File: config.mk
export PLATFORM = sky130hd
export DESIGN_NAME = bcd_operand_entry
export DESIGN_NICKNAME = d
export VERILOG_FILES = /design/src/rtl/bcd_entry_pkg.sv /design/src/rtl/bcd_operand_entry_button_debouncer.sv /design/src/rtl/bcd_operand_entry.sv
export SDC_FILE = /design/constraint.sdc
export NUM_CORES = 1
export LEC_CHECK = 0
export CAP_MARGIN = 20
export CELL_PAD_IN_SITES_DETAIL_PLACEMENT = 0
export CELL_PAD_IN_SITES_GLOBAL_PLACEMENT = 1
export CORE_MARGIN = 2
export CORE_UTILIZATION = 50
export CTS_BUF_LIST = sky130_fd_sc_hd__clkbuf_16
export CTS_CLUSTER_SIZE = 40
export DETAILED_ROUTE_END_ITERATION = 12
export PLACE_DENSITY_LB_ADDON = 0.1
export SLEW_MARGIN = 20
export SYNTH_ARGS = -nofsm -noshare
export SYNTH_HDL_FRONTEND = slang
export SYNTH_SLANG_ARGS = --single-unit
File: constraint.sdc
create_clock -name clk -period 6.3 [get_ports clk]
set_clock_uncertainty 0.05 [all_clocks]
set_input_delay 1.575 -clock clk [delete_from_list [all_inputs] [get_ports clk]]
set_output_delay 1.575 -clock clk [all_outputs]
set_load 0.1 [all_outputs]
File: src/rtl/bcd_entry_pkg.sv
// Shared definitions for the BCD operand entry block: FSM encoding,
// button indices and decimal constants.
package bcd_entry_pkg;

  typedef enum logic [1:0] {
    IDLE    = 2'd0,
    CONVERT = 2'd1,
    PRESENT = 2'd2
  } state_t;

  // Bit positions of the buttons inside the packed button vectors
  localparam int BTN_C    = 0;
  localparam int BTN_U    = 1;
  localparam int BTN_L    = 2;
  localparam int BTN_R    = 3;
  localparam int BTN_D    = 4;
  localparam int NUM_BTNS = 5;

  localparam logic [3:0] BCD_MAX = 4'd9;
  localparam int         BCD_MUL = 10;

  // Index width for a count of n items, never narrower than one bit
  function automatic int idx_w(input int n);
    return (n > 1) ? $clog2(n) : 1;
  endfunction

endpackage

File: src/rtl/bcd_operand_entry_button_debouncer.sv
// Counter-based debouncer for one raw push-button: 2-FF synchroniser,
// stable-state filter and a one-cycle pulse on every stable 0->1 edge.
module button_debouncer #(
  parameter int DEB_CYCLES = 1000000
) (
  input  logic clk,
  input  logic reset,
  input  logic btn_in,
  output logic stable_out,
  output logic press_pulse
);

  localparam int              CNT_W    = (DEB_CYCLES > 1) ? $clog2(DEB_CYCLES) : 1;
  localparam logic [CNT_W-1:0] CNT_LAST = CNT_W'(DEB_CYCLES - 1);

  logic             sync_p0;
  logic             sync_p1;
  logic [CNT_W-1:0] cnt;

  // Synchronise, then accept the synced level once it has differed from the
  // stable state for DEB_CYCLES consecutive cycles; any agreement restarts it
  always_ff @(posedge clk) begin
    if (reset) begin
      sync_p0     <= 1'b0;
      sync_p1     <= 1'b0;
      cnt         <= '0;
      stable_out  <= 1'b0;
      press_pulse <= 1'b0;
    end else begin
      sync_p0     <= btn_in;
      sync_p1     <= sync_p0;
      press_pulse <= 1'b0;
      if (sync_p1 == stable_out) begin
        cnt <= '0;
      end else if (cnt == CNT_LAST) begin
        cnt         <= '0;
        stable_out  <= sync_p1;
        press_pulse <= sync_p1;
      end else begin
        cnt <= cnt + 1'b1;
      end
    end
  end

endmodule

File: src/rtl/bcd_operand_entry.sv
// Multi-operand signed BCD entry from five push-buttons; commits the edited
// operand as two's-complement binary on a valid/ready handshake.
// Optional build macro BCD_ENTRY_AUTOREPEAT_EN adds auto-repeat on U and D.
module bcd_operand_entry
  import bcd_entry_pkg::*;
#(
  parameter int NUM_DIGITS    = 3,
  parameter int NUM_OPERANDS  = 2,
  parameter int VALUE_W       = 16,
  parameter int DEB_CYCLES    = 1000000,
  parameter int REPEAT_DELAY  = 50000000,
  parameter int REPEAT_PERIOD = 10000000
) (
  input  logic                                   clk,
  input  logic                                   reset,
  input  logic                                   bt_C,
  input  logic                                   bt_U,
  input  logic                                   bt_L,
  input  logic                                   bt_R,
  input  logic                                   bt_D,
  output logic [4*NUM_DIGITS-1:0]                digits_out,
  output logic                                   sign_out,
  output logic [$clog2(NUM_DIGITS+1)-1:0]        cursor_out,
  output logic [idx_w(NUM_OPERANDS)-1:0]         operand_sel_out,
  output logic                                   commit_valid,
  input  logic                                   commit_ready,
  output logic signed [VALUE_W-1:0]              commit_data,
  output logic [idx_w(NUM_OPERANDS)-1:0]         commit_idx
);

  localparam int CUR_W = $clog2(NUM_DIGITS + 1);
  localparam int SEL_W = idx_w(NUM_OPERANDS);
  localparam int IDX_W = idx_w(NUM_DIGITS);
  localparam logic [CUR_W-1:0] CUR_SIGN = CUR_W'(NUM_DIGITS);
  localparam logic [SEL_W-1:0] SEL_LAST = SEL_W'(NUM_OPERANDS - 1);
  localparam logic [IDX_W-1:0] IDX_MSD  = IDX_W'(NUM_DIGITS - 1);

  // Sign applied to the converted magnitude; -0 naturally yields 0
  function automatic logic signed [VALUE_W-1:0] apply_sign(input logic neg,
                                                           input logic [VALUE_W-1:0] mag);
    logic signed [VALUE_W-1:0] s;
    s = signed'(mag);
    return neg ? -s : s;
  endfunction

  logic [NUM_BTNS-1:0] raw;
  logic [NUM_BTNS-1:0] stable;
  logic [NUM_BTNS-1:0] pulse;
  logic [NUM_BTNS-1:0] evt;
  logic [1:0]          rep_ud;
  logic                unused_stable;

  state_t state, state_nxt;

  logic [NUM_OPERANDS-1:0][4*NUM_DIGITS-1:0] digits_q;
  logic [NUM_OPERANDS-1:0]                   signs_q;
  logic [CUR_W-1:0]                          cursor;
  logic [SEL_W-1:0]                          op_sel;
  logic [VALUE_W-1:0]                        acc;
  logic [VALUE_W-1:0]                        acc_nxt;
  logic [IDX_W-1:0]                          idx;
  logic [3:0]                                cur_digit;
  logic [3:0]                                conv_digit;
  logic [3:0]                                digit_inc;
  logic [3:0]                                digit_dec;

  assign raw           = {bt_D, bt_R, bt_L, bt_U, bt_C};
  assign unused_stable = &{1'b0, stable};

  for (genvar b = 0; b < NUM_BTNS; b++) begin : g_deb
    button_debouncer #(.DEB_CYCLES(DEB_CYCLES)) u_deb (
      .clk        (clk),
      .reset      (reset),
      .btn_in     (raw[b]),
      .stable_out (stable[b]),
      .press_pulse(pulse[b])
    );
  end

`ifdef BCD_ENTRY_AUTOREPEAT_EN
  for (genvar g = 0; g < 2; g++) begin : g_rep
    localparam int BTN = (g == 0) ? BTN_U : BTN_D;
    logic [31:0] rep_cnt;
    logic        rep_armed;
    logic        rep_pulse;
    // Extra pulses while held in IDLE: first after REPEAT_DELAY, then every REPEAT_PERIOD
    always_ff @(posedge clk) begin
      if (reset || !stable[BTN] || state != IDLE) begin
        rep_cnt   <= '0;
        rep_armed <= 1'b0;
        rep_pulse <= 1'b0;
      end else begin
        rep_pulse <= 1'b0;
        if ((!rep_armed && rep_cnt == 32'(REPEAT_DELAY - 1)) ||
            ( rep_armed && rep_cnt == 32'(REPEAT_PERIOD - 1))) begin
          rep_pulse <= 1'b1;
          rep_armed <= 1'b1;
          rep_cnt   <= '0;
        end else begin
          rep_cnt <= rep_cnt + 32'd1;
        end
      end
    end
    assign rep_ud[g] = rep_pulse;
  end
`else
  localparam logic [31:0] unused_rep_cfg = 32'(REPEAT_DELAY + REPEAT_PERIOD);
  assign rep_ud = '0;
`endif

  assign evt = pulse | {rep_ud[1], 2'b00, rep_ud[0], 1'b0};

  // Digit under the cursor, digit being converted, and wrapped +/-1 values
  always_comb begin
    cur_digit  = '0;
    conv_digit = '0;
    for (int d = 0; d < NUM_DIGITS; d++) begin
      if (cursor == CUR_W'(d)) cur_digit  = digits_q[op_sel][d*4 +: 4];
      if (idx == IDX_W'(d))    conv_digit = digits_q[op_sel][d*4 +: 4];
    end
    digit_inc = (cur_digit == BCD_MAX) ? 4'd0 : cur_digit + 4'd1;
    digit_dec = (cur_digit == 4'd0) ? BCD_MAX : cur_digit - 4'd1;
    acc_nxt   = acc * VALUE_W'(BCD_MUL) + VALUE_W'(conv_digit);
  end

  // FSM state register
  always_ff @(posedge clk) begin
    if (reset) state <= IDLE;
    else       state <= state_nxt;
  end

  // FSM next state and handshake valid
  always_comb begin
    state_nxt    = state;
    commit_valid = 1'b0;
    case (state)
      IDLE:    if (evt[BTN_C]) state_nxt = CONVERT;
      CONVERT: if (idx == '0) state_nxt = PRESENT;
      PRESENT: begin
        commit_valid = 1'b1;
        if (commit_ready) state_nxt = IDLE;
      end
      default: state_nxt = IDLE;
    endcase
  end

  // Editing in IDLE (priority C > L > R > U > D), MSD-first conversion, commit
  always_ff @(posedge clk) begin
    if (reset) begin
      digits_q    <= '0;
      signs_q     <= '0;
      cursor      <= '0;
      op_sel      <= '0;
      acc         <= '0;
      idx         <= '0;
      commit_data <= '0;
      commit_idx  <= '0;
    end else begin
      case (state)
        IDLE: begin
          if (evt[BTN_C]) begin
            acc <= '0;
            idx <= IDX_MSD;
          end else if (evt[BTN_L]) begin
            cursor <= (cursor == CUR_SIGN) ? '0 : cursor + 1'b1;
          end else if (evt[BTN_R]) begin
            cursor <= (cursor == '0) ? CUR_SIGN : cursor - 1'b1;
          end else if (evt[BTN_U] || evt[BTN_D]) begin
            if (cursor == CUR_SIGN) begin
              signs_q[op_sel] <= ~signs_q[op_sel];
            end else begin
              for (int d = 0; d < NUM_DIGITS; d++)
                if (cursor == CUR_W'(d))
                  digits_q[op_sel][d*4 +: 4] <= evt[BTN_U] ? digit_inc : digit_dec;
            end
          end
        end
        CONVERT: begin
          acc <= acc_nxt;
          idx <= idx - 1'b1;
          if (idx == '0) begin
            commit_data <= apply_sign(signs_q[op_sel], acc_nxt);
            commit_idx  <= op_sel;
          end
        end
        PRESENT: begin
          if (commit_ready) begin
            op_sel <= (op_sel == SEL_LAST) ? '0 : op_sel + 1'b1;
            cursor <= '0;
          end
        end
        default: ;
      endcase
    end
  end

  assign digits_out      = digits_q[op_sel];
  assign sign_out        = signs_q[op_sel];
  assign cursor_out      = cursor;
  assign operand_sel_out = op_sel;

endmodule

# Word-level counts from Yosys, hierarchy flattened
# Index checks and enable logic that the tools add are counted.
dict set report totals {
  reg_bits 186
  elab_cells 178
  out_inout_bits 34
}
dict set report op_classes {
  n_bitwise 15
  addsub 13
  eq_ne 23
  n_mul 1
  n_mux 59
  n_lt_le_gt_ge 2
  reduce_logical 30
}
# operator n
set ops {}
lappend ops {{$mux 24} 17}
lappend ops {{$add 20x1->20 const B} 5}
lappend ops {{$eq 20x20->1 const B} 5}
lappend ops {{$bwmux 24} 3}
lappend ops {{$mux 4} 10}
lappend ops {{$demux 12 s1} 3}
lappend ops {{$mux 12} 3}
lappend ops {{$mux 16} 2}
lappend ops {{$pmux 16 s2} 1}
lappend ops {{$reduce_or 3->1} 10}
lappend ops {{$mux 2} 9}
lappend ops {{$add 16x4->16} 1}
lappend ops {{$mul 16x3->15 const B} 1}
lappend ops {{$neg 16->16} 1}
lappend ops {{$reduce_and 2->1} 8}
lappend ops {{$not 1->1} 15}
lappend ops {{$reduce_and 6->1} 2}
lappend ops {{$eq 2x2->1 const B} 4}
lappend ops {{$mux 8} 1}
lappend ops {{$pmux 2 s2} 2}
lappend ops {{$eq 2x1->1 const B} 3}
lappend ops {{$logic_not 2->1} 3}
lappend ops {{$ne 2x2->1 const B} 3}
lappend ops {{$pmux 2 s3} 1}
lappend ops {{other kinds (20)} 30}

# Longest topological paths before layout
# Gate-level depths: netlist of run 1.
dict set report depth {
  ltp_word 28
  depth_mapped 16
  ltp_nobuf 16
}

# Modules after synthesis
# A second synthesis of run 1 with hierarchy kept.
dict set report unflattened {
  hier_cells 1169
  area_unflattened_um2 9973.3
}
# module area_each_um2 seq_area_each_um2 n_inst cells_each
set by_module_without_submodules {}
lappend by_module_without_submodules {bcd_operand_entry 4550.6 1301.2 1 557}
lappend by_module_without_submodules {{button_debouncer (g_deb[0].u_deb ...)} 1079.8 480.5 4 123}
lappend by_module_without_submodules {{button_debouncer (g_deb[4].u_deb)} 1103.6 480.5 1 120}

# Worst setup path before layout of run 1
# OpenSTA, ideal clock, no wires.
dict set report synth_path {
  path_type {flip-flop to flip-flop}
  from {register op_sel, in the netlist operand_sel_out}
  to {register commit_data[14]}
  path_stages_with_launch 17
  t_arrival_ps 4461
  synth_period_minus_slack_ps 4632
  required_time_ps 6129
  setup_time_ps 121
  slack_ps 1668
  path_cell_list {dfxtp_1 -> buf_6 -> buf_2 -> mux2_2 -> nand2_1 -> o21ai_0 -> ha_1 -> fa_1 -> a21oi_1 -> nand2b_1 -> xor2_1 -> nand3b_1 -> nor3_1 -> o211ai_2 -> o31ai_1 -> xor2_1 -> o21ai_1}
}
# item line_no
set synth_lines {}
lappend synth_lines {{start, declared} bcd_operand_entry.sv:58} ;# logic [SEL_W-1:0] op_sel;
lappend synth_lines {{start signal, assigned} bcd_operand_entry.sv:188} ;# op_sel <= (op_sel == SEL_LAST) ? '0 : op_sel + 1'b1;
lappend synth_lines {{$mux 12 * (2 in series)} n/a}
lappend synth_lines {{net digits_out[9]} bcd_operand_entry.sv:21} ;# output logic [4*NUM_DIGITS-1:0] digits_out,
lappend synth_lines {{$mux 4 *} bcd_operand_entry.sv:119} ;# if (idx == IDX_W'(d)) conv_digit = digits_q[op_sel][d*4 +: 4];
lappend synth_lines {{$add 16x4->16 *} bcd_operand_entry.sv:123} ;# acc_nxt = acc * VALUE_W'(BCD_MUL) + VALUE_W'(conv_digit);
lappend synth_lines {{$neg 16->16} bcd_operand_entry.sv:43} ;# return neg ? -s : s;
lappend synth_lines {{$mux 16 *} bcd_operand_entry.sv:43}
lappend synth_lines {{end signal, assigned} bcd_operand_entry.sv:182} ;# commit_data <= apply_sign(signs_q[op_sel], acc_nxt);
lappend synth_lines {{end, declared} bcd_operand_entry.sv:27} ;# output logic signed [VALUE_W-1:0] commit_data,
# Mark *: on every way through the listed nets, which the timed path passes. The rest lies on a longest branch. The select of a mux whose other input is x is not followed.
# A chain may end at the register's enable or synchronous reset.

# Worst setup path in the final report of run 1
dict set report layout_path {
  from {register op_sel, in the netlist operand_sel_out}
  to {output sign_out}
}
dict set report layout_between {
  elab_chain_len 2
}
# item line_no
set layout_rtl {}
lappend layout_rtl {{$mux 1 (not written as such) (2 in series)} bcd_operand_entry.sv:198} ;# assign sign_out = signs_q[op_sel];
lappend layout_rtl {{end, declared} bcd_operand_entry.sv:22} ;# output logic sign_out,
# No other way between the ends. The select of a mux whose other input is x is not followed.

==> results_dict.tcl, run 1 <==
set metrics [dict create \
    fillCellCount 1744 \
    io_pins 42 \
    row_count 49 \
    maxCapViolCount 0 \
    dr.pass1.iters 5 \
    worstSetupPathType "reg -> out" \
    drive_above_1_share 0.0586 \
    worstMarginPinSlew_ns 1.06 \
    regToRegEndpoint "commit_data[14]" \
    cp-start-kind "register" \
    hp-class "reg -> reg" \
    wire_per_inst_microns 14.3 \
    placedCellCount 1309 \
    via_count 7221 \
    min_from "g_deb[2].u_deb.sync_p0" \
    vias_per_cell 5.39 \
    rr_startpoint "operand_sel_out" \
    cts_tree "built" \
    synth_cell_types 75 \
    holdPathStages 1 \
    final_util 0.574 \
    drtAntennaViolNets 0 \
    synth_ff_type "dfxtp_1" \
    syn_area_per_cell_sq_um 8.60 \
    antenna_found_initial 0 \
    worstSetupEndpointType "primary output" \
    rrSetupSlack_ns 1.72 \
    power_density_nw_per_um2 215 \
    dieHeight_microns 140 \
    peakVddDrop_v 0.000239 \
    synth_warnings 0 \
    start_util 0.513 \
    whs_endpoint "g_deb[2].u_deb.sync_p1" \
    synth_cells 1075 \
    slew_headroom 0.288 \
    cp.arrival_ns 3.41 \
    overflow 0 \
    track_usage 0.204 \
    cts_htree_levels 4 \
    die-area_sq_um 19600 \
    core_area_sq_um 18000 \
    worstRegToRegCells 14 \
    grt_max_degree 48 \
    first_global_vias 6830 \
    drc 0 \
    antennaDiodeCount 0 \
    final_nets 1148 \
    seq_area_frac_synth 0.401 \
    fin_crit_ns 5.03 \
    finalSetupTns_ns 0 \
    p_total_mw 2.23 \
    io_buffers 41 \
    critPathSlowestCell "clkdlybuf4s50_1" \
    leakage_nw 3.84 \
    worstSkewPairLatency_ns 0.43 \
    routed_wl_microns 19200 \
    hpwl_microns 13600 \
    crit_required_ns 4.68 \
    die_x_microns 140 \
    path_max_fanout 21 \
    gp_congestion 0.794 \
    clockBufferDepth 2 \
    finalHoldViolations 0 \
    grt_pass1_wl_microns 33100 \
    synth-edff-count 0 \
    rsz0062_at_grt "false" \
    cts_resized 0 \
    ctsHoldBuffers 0 \
    syn-cell-area_sq_um 9240 \
    fin_cells 1339 \
    area_delta_synth_final_pct 12.1 \
    max_stage_delay_ns 1.22 \
    outcome "finished clean" \
    cts_setup_buffers 0 \
    setup_violations 0 \
    crit_chain "mux2i_1, inv_1, clkdlybuf4s50_1" \
    slew_viol_final 0 \
    drtIter0Drc 309 \
    final.period_utilization 0.798 \
    ys_ff_latch 185 \
    path_clk_slew_ns 0.06 \
    max_freq_mhz 199 \
    syn_nets 1124 \
    cts_buffers 17 \
    async_reset_ff_frac 0 \
    clockRootBuffer "clkbuf_16" \
    clock_sinks 185 \
]
==> cell type report <==
type	count	area [sq um]	share of cell area
inverters	18	67.6	0.00653
clock inverters	13	130	0.0126
well taps	229	287	0.0277
flip-flops and latches	185	3700	0.358
multi-input cells	834	5320	0.514
clock buffers	17	425	0.0411
repair buffers	43	420	0.0406
==> registers in the layout (all words and copies together) (netlist names), 5 cells and up <==
register	cells
g_deb.u_deb.sync_p1	5
commit_data	16
digits_q	24
g_deb.u_deb.stable_out	5
g_deb.u_deb.sync_p0	5
acc	15
g_deb.u_deb.cnt	100
g_deb.u_deb.press_pulse	5
==> worst max-delay path by stage <==
stage | slack [ns] | start | cells past startpoint | endpoint
after floorplan | 1.67 | operand_sel_out | 16 | commit_data[14]
after global placement | 1.77 | operand_sel_out | 3 | sign_out
after detailed placement | 1.73 | operand_sel_out | 3 | sign_out
after CTS | 1.27 | operand_sel_out | 3 | sign_out
after global routing | 1.07 | operand_sel_out | 3 | sign_out
final | 1.27 | operand_sel_out | 3 | sign_out
==> power breakdown <==
part           internal [mW]  switching (mW)  total, mW  leakage, nW
sequential              1.17         0.00254       1.18         1.49
combinational        0.00757          0.0174     0.0250         2.07
clock                  0.578           0.447       1.02        0.279
total                   1.76           0.467       2.23         3.84
==> cell families after synthesis <==
logic type                 count (synthesis)  share of synthesized area
and+or+nand+nor                          480                      0.251
AOI/OAI and AO/OA                        161                      0.114
adders and majority gates                 41                     0.0571
buffers and inverters                     56                     0.0241
DFF                                      185                      0.401
muxes                                     33                     0.0376
xor gates and xnor gates                 119                      0.116
==> cell usage in the layout, fill, tap and decap left out, types with 3 or more instances in the layout <==
cell	instances
mux2i_1	22
clkdlybuf4s50_1	40
a22oi_1	23
nor3b_1	3
nand4_1	12
or2_2	3
clkinv_2	3
nand2_1	86
ha_1	39
nor3_1	19
nor4b_1	10
nor4_1	7
and3_1	34
nand2b_1	3
a21o_1	6
clkbuf_16	17
xor2_1	61
xnor2_1	56
o21ai_0	25
nor2b_1	15
dfxtp_1	185
nor2_1	193
o21ai_1	7
a211oi_1	9
o21a_1	6
nand3b_1	3
mux2_2	10
o211ai_1	3
nand3_1	56
o22ai_1	3
or3_1	18
inv_1	19
clkinv_4	3
a21oi_1	49
==> synth_stat cells, drive strengths merged (2+ instances only) <==
master | number | area [sq um]
a2111oi | 2 | 17.5
a211oi | 11 | 92.6
a21o | 6 | 45.0
a21oi | 51 | 263
a221oi | 3 | 32.5
a22oi | 24 | 185
a311oi | 2 | 17.5
a31oi | 2 | 12.5
and2 | 3 | 18.8
and3 | 34 | 213
and4b | 2 | 20.0
buf | 7 | 38.8
clkbuf | 31 | 116
dfxtp | 185 | 3700
fa | 2 | 40.0
ha | 39 | 488
inv | 18 | 67.6
mux2 | 11 | 128
mux2i | 22 | 220
nand2 | 86 | 323
nand2b | 3 | 18.8
nand3 | 57 | 290
nand3b | 3 | 22.5
nand4 | 12 | 75.1
nor2 | 194 | 731
nor2b | 16 | 100
nor3 | 20 | 105
nor3b | 5 | 53.8
nor4 | 9 | 77.6
nor4b | 10 | 87.6
o211ai | 4 | 35.0
o21a | 6 | 45.0
o21ai | 33 | 169
o221ai | 2 | 17.5
o22ai | 3 | 18.8
o31ai | 2 | 15.0
or2 | 4 | 25.0
or3 | 18 | 113
or4b | 2 | 23.8
xnor2 | 56 | 490
xor2 | 63 | 578
==> stage by stage <==
step	worst slack, ns	instance area [sq um]	hold slack (ns)
after CTS	1.27	10400	0.393
after global routing	1.07	10400	0.412
after floorplan	1.67	9240	0.364
after global placement	1.77	9800	0.378
final	1.27	10400	0.389
after detailed placement	1.73	9800	0.378
==> metal layers <==
metal / global-route usage / up-vias / wire length [microns]
met3: 0.0383 / 8 / 417
met2: 0.331 / 59 / 8860
met4: 0.0442 / 0 / 122
met1: 0.284 / 3362 / 9800
met5: 0 / - / 0
li1: - / 3792 / -
==> critical path, delay by kind of cell, from the launching register on <==
family / cells / cell delay, ns
DFF: 1 / 0.96
buffers and inverters: 2 / 1.63
muxes: 1 / 0.38
(Power assumes the default switching activity.)
==> inputs of run 2 (changes only) <==
--- a/config.mk
+++ b/config.mk
@@ -9,7 +9,7 @@
 export CELL_PAD_IN_SITES_DETAIL_PLACEMENT = 0
 export CELL_PAD_IN_SITES_GLOBAL_PLACEMENT = 1
 export CORE_MARGIN = 2
-export CORE_UTILIZATION = 50
+export CORE_UTILIZATION = 42
 export CTS_BUF_LIST = sky130_fd_sc_hd__clkbuf_16
 export CTS_CLUSTER_SIZE = 40
 export DETAILED_ROUTE_END_ITERATION = 12
==> constraint.sdc (replaced) <==
create_clock -name clk -period 4.6 [get_ports clk]
set_clock_uncertainty 0.05 [all_clocks]
set_input_delay 1.15 -clock clk [delete_from_list [all_inputs] [get_ports clk]]
set_output_delay 1.15 -clock clk [all_outputs]
set_load 0.1 [all_outputs]
==> run 2 against run 1 <==
Power is 40% higher. Worst hold slack gained 0.0042 ns. Wire length up 5.7%. Critical path depth rose by 11. Via count increased by 0.33%. Non-clock buffer count rose by 2. Utilization decreased by 9.2 points. First-iteration DRC count decreased by 10%. Global-route usage fell by 2.4 points. Critical path type is now reg -> reg. Die area is 18% higher.
==> results_dict.tcl, run 2 (same netlist as run 1, synthesis figures left out) <==
set metrics [dict create \
    power_density_nw_per_um2 298 \
    grt_pass1_wl_microns 34800 \
    clock_sinks 185 \
    crit_required_ns 4.91 \
    dr.pass1.iters 5 \
    slew_headroom 0.297 \
    antenna_found_initial 0 \
    worstMarginPinSlew_ns 1.06 \
    outcome "finished clean" \
    cts_tree "built" \
    setup_violations 0 \
    maxCapViolCount 0 \
    reg.largest.list "g_deb.u_deb.cnt: 100 flops, digits_q: 24 flops, commit_data: 16 flops" \
    cts_resized 0 \
    cts_htree_levels 4 \
    power.share.clock 0.473 \
    finalSetupTns_ns 0 \
    dieHeight_microns 152 \
    worstSetupPathType "reg -> reg" \
    drc 0 \
    hpwl_microns 14500 \
    placed_area_sq_um 9880 \
    ctsHoldBuffers 0 \
    vias_per_cell 5.20 \
    gp_congestion 0.799 \
    mostFrequentLayoutCells "nor2_1 (193), dfxtp_1 (184), nand2_1 (86)" \
    antennaDiodeCount 0 \
    fin_crit_ns 4.12 \
    path_clk_slew_ns 0.07 \
    use_met2 0.290 \
    layout_commonest_cell "nor2_1" \
    grt_use_met3 0.0313 \
    p_total_mw 3.12 \
    overflow 0 \
    swShare 0.210 \
    peakVddDrop_v 0.000199 \
    io_pins 42 \
    design_area_sq_um 10500 \
    cp.arrival_ns 4.43 \
    core_area_sq_um 21700 \
    finalHoldViolations 0 \
    final.period_utilization 0.896 \
    cts_setup_buffers 0 \
    met1_usage 0.252 \
    first_global_vias 6999 \
    p_sw_mw 0.656 \
    hp-class "reg -> reg" \
    cts_buffers 17 \
    row_count 54 \
    io_buffers 41 \
    track_usage 0.180 \
    die-area_sq_um 23200 \
    placedCellCount 1362 \
    grt_max_degree 61 \
    final_nets 1150 \
    die_x_microns 152 \
    start_util 0.426 \
    p_comb_frac 0.011 \
    area_delta_synth_final_pct 13.2 \
    drive_above_1_share 0.0612 \
    clockRootBuffer "clkbuf_16" \
    cellInternalPower_mw 2.46 \
    clockBufferDepth 2 \
    fin_cells 1392 \
    cp-start-kind "register" \
    regMostFlops "g_deb.u_deb.cnt" \
    wire_per_inst_microns 14.6 \
    path_max_fanout 15 \
    drtIter0Drc 278 \
    sequentialPowerShare 0.516 \
    worstSkewPairLatency_ns 0.43 \
    slew_viol_final 0 \
    via_count 7245 \
    busiest_layer "met2" \
    leakage_nw 3.86 \
    routed_wl_microns 20300 \
    largest_register_ffs 100 \
    drtAntennaViolNets 0 \
    rsz0062_at_grt "false" \
    worstSetupEndpointType "register" \
    max_freq_mhz 243 \
]
## run 2: cell type report
| cell class | count | area [sq um] |
|---|---|---|
| timing repair buffer | 45 | 435 |
| inverter | 18 | 67.6 |
| clock inverter | 13 | 156 |
| tap | 280 | 350 |
| fill | 2130 | 11200 |
| clock buffer | 17 | 425 |
| multi-input combinational | 834 | 5320 |
| sequential | 185 | 3700 |
## run 2: routing by layer
layer	share of wire	routed length [microns]
met4	0.0086	175
met2	0.44	9000
met3	0.027	542
met5	0	0
met1	0.52	10600
## run 2: power by group through the flow
stage / sequential [mW] / combinational (mW) / clock, mW
2_1_floorplan: 1.65 / 0.0220 / 0
3_3_place_gp: 1.65 / 0.0364 / 0
3_5_place_dp: 1.65 / 0.0363 / 0
4_1_cts: 1.61 / 0.0365 / 1.51
5_1_grt: 1.61 / 0.0396 / 1.58
6_report: 1.61 / 0.0355 / 1.47
## run 2: stage by stage
step           setup WS [ns]  utilization  hold WS, ns
4_1_cts                0.466        0.482        0.395
5_1_grt                0.169        0.482        0.409
3_3_place_gp           0.602        0.455        0.375
3_5_place_dp           0.519        0.455        0.377
6_report               0.478        0.482        0.393
2_1_floorplan          0.303            -        0.364
## run 2: critical path, stage by stage, from the launching register on
cell and delay (ns):
dfxtp_2 0.58, mux2_2 0.42, a22oi_1 0.21, o21ai_0 0.14, ha_1 0.23, fa_1 0.40, a21oi_1 0.35, nand2b_1 0.20
xor2_1 0.27, nand3b_1 0.15, nor3_1 0.33, o211ai_2 0.17, and3_1 0.22, o31a_1 0.26, nor2_1 0.08
## run 2: path summary, 6_finish.rpt
kind                            end  slack [ns]                   start  depth (start not counted)
max                 commit_data[12]        0.48         operand_sel_out                         14
min          g_deb[1].u_deb.sync_p1        0.39  g_deb[1].u_deb.sync_p0                          1
max reg2reg         commit_data[12]        0.48         operand_sel_out                         14
min reg2reg  g_deb[1].u_deb.sync_p1        0.39  g_deb[1].u_deb.sync_p0                          1
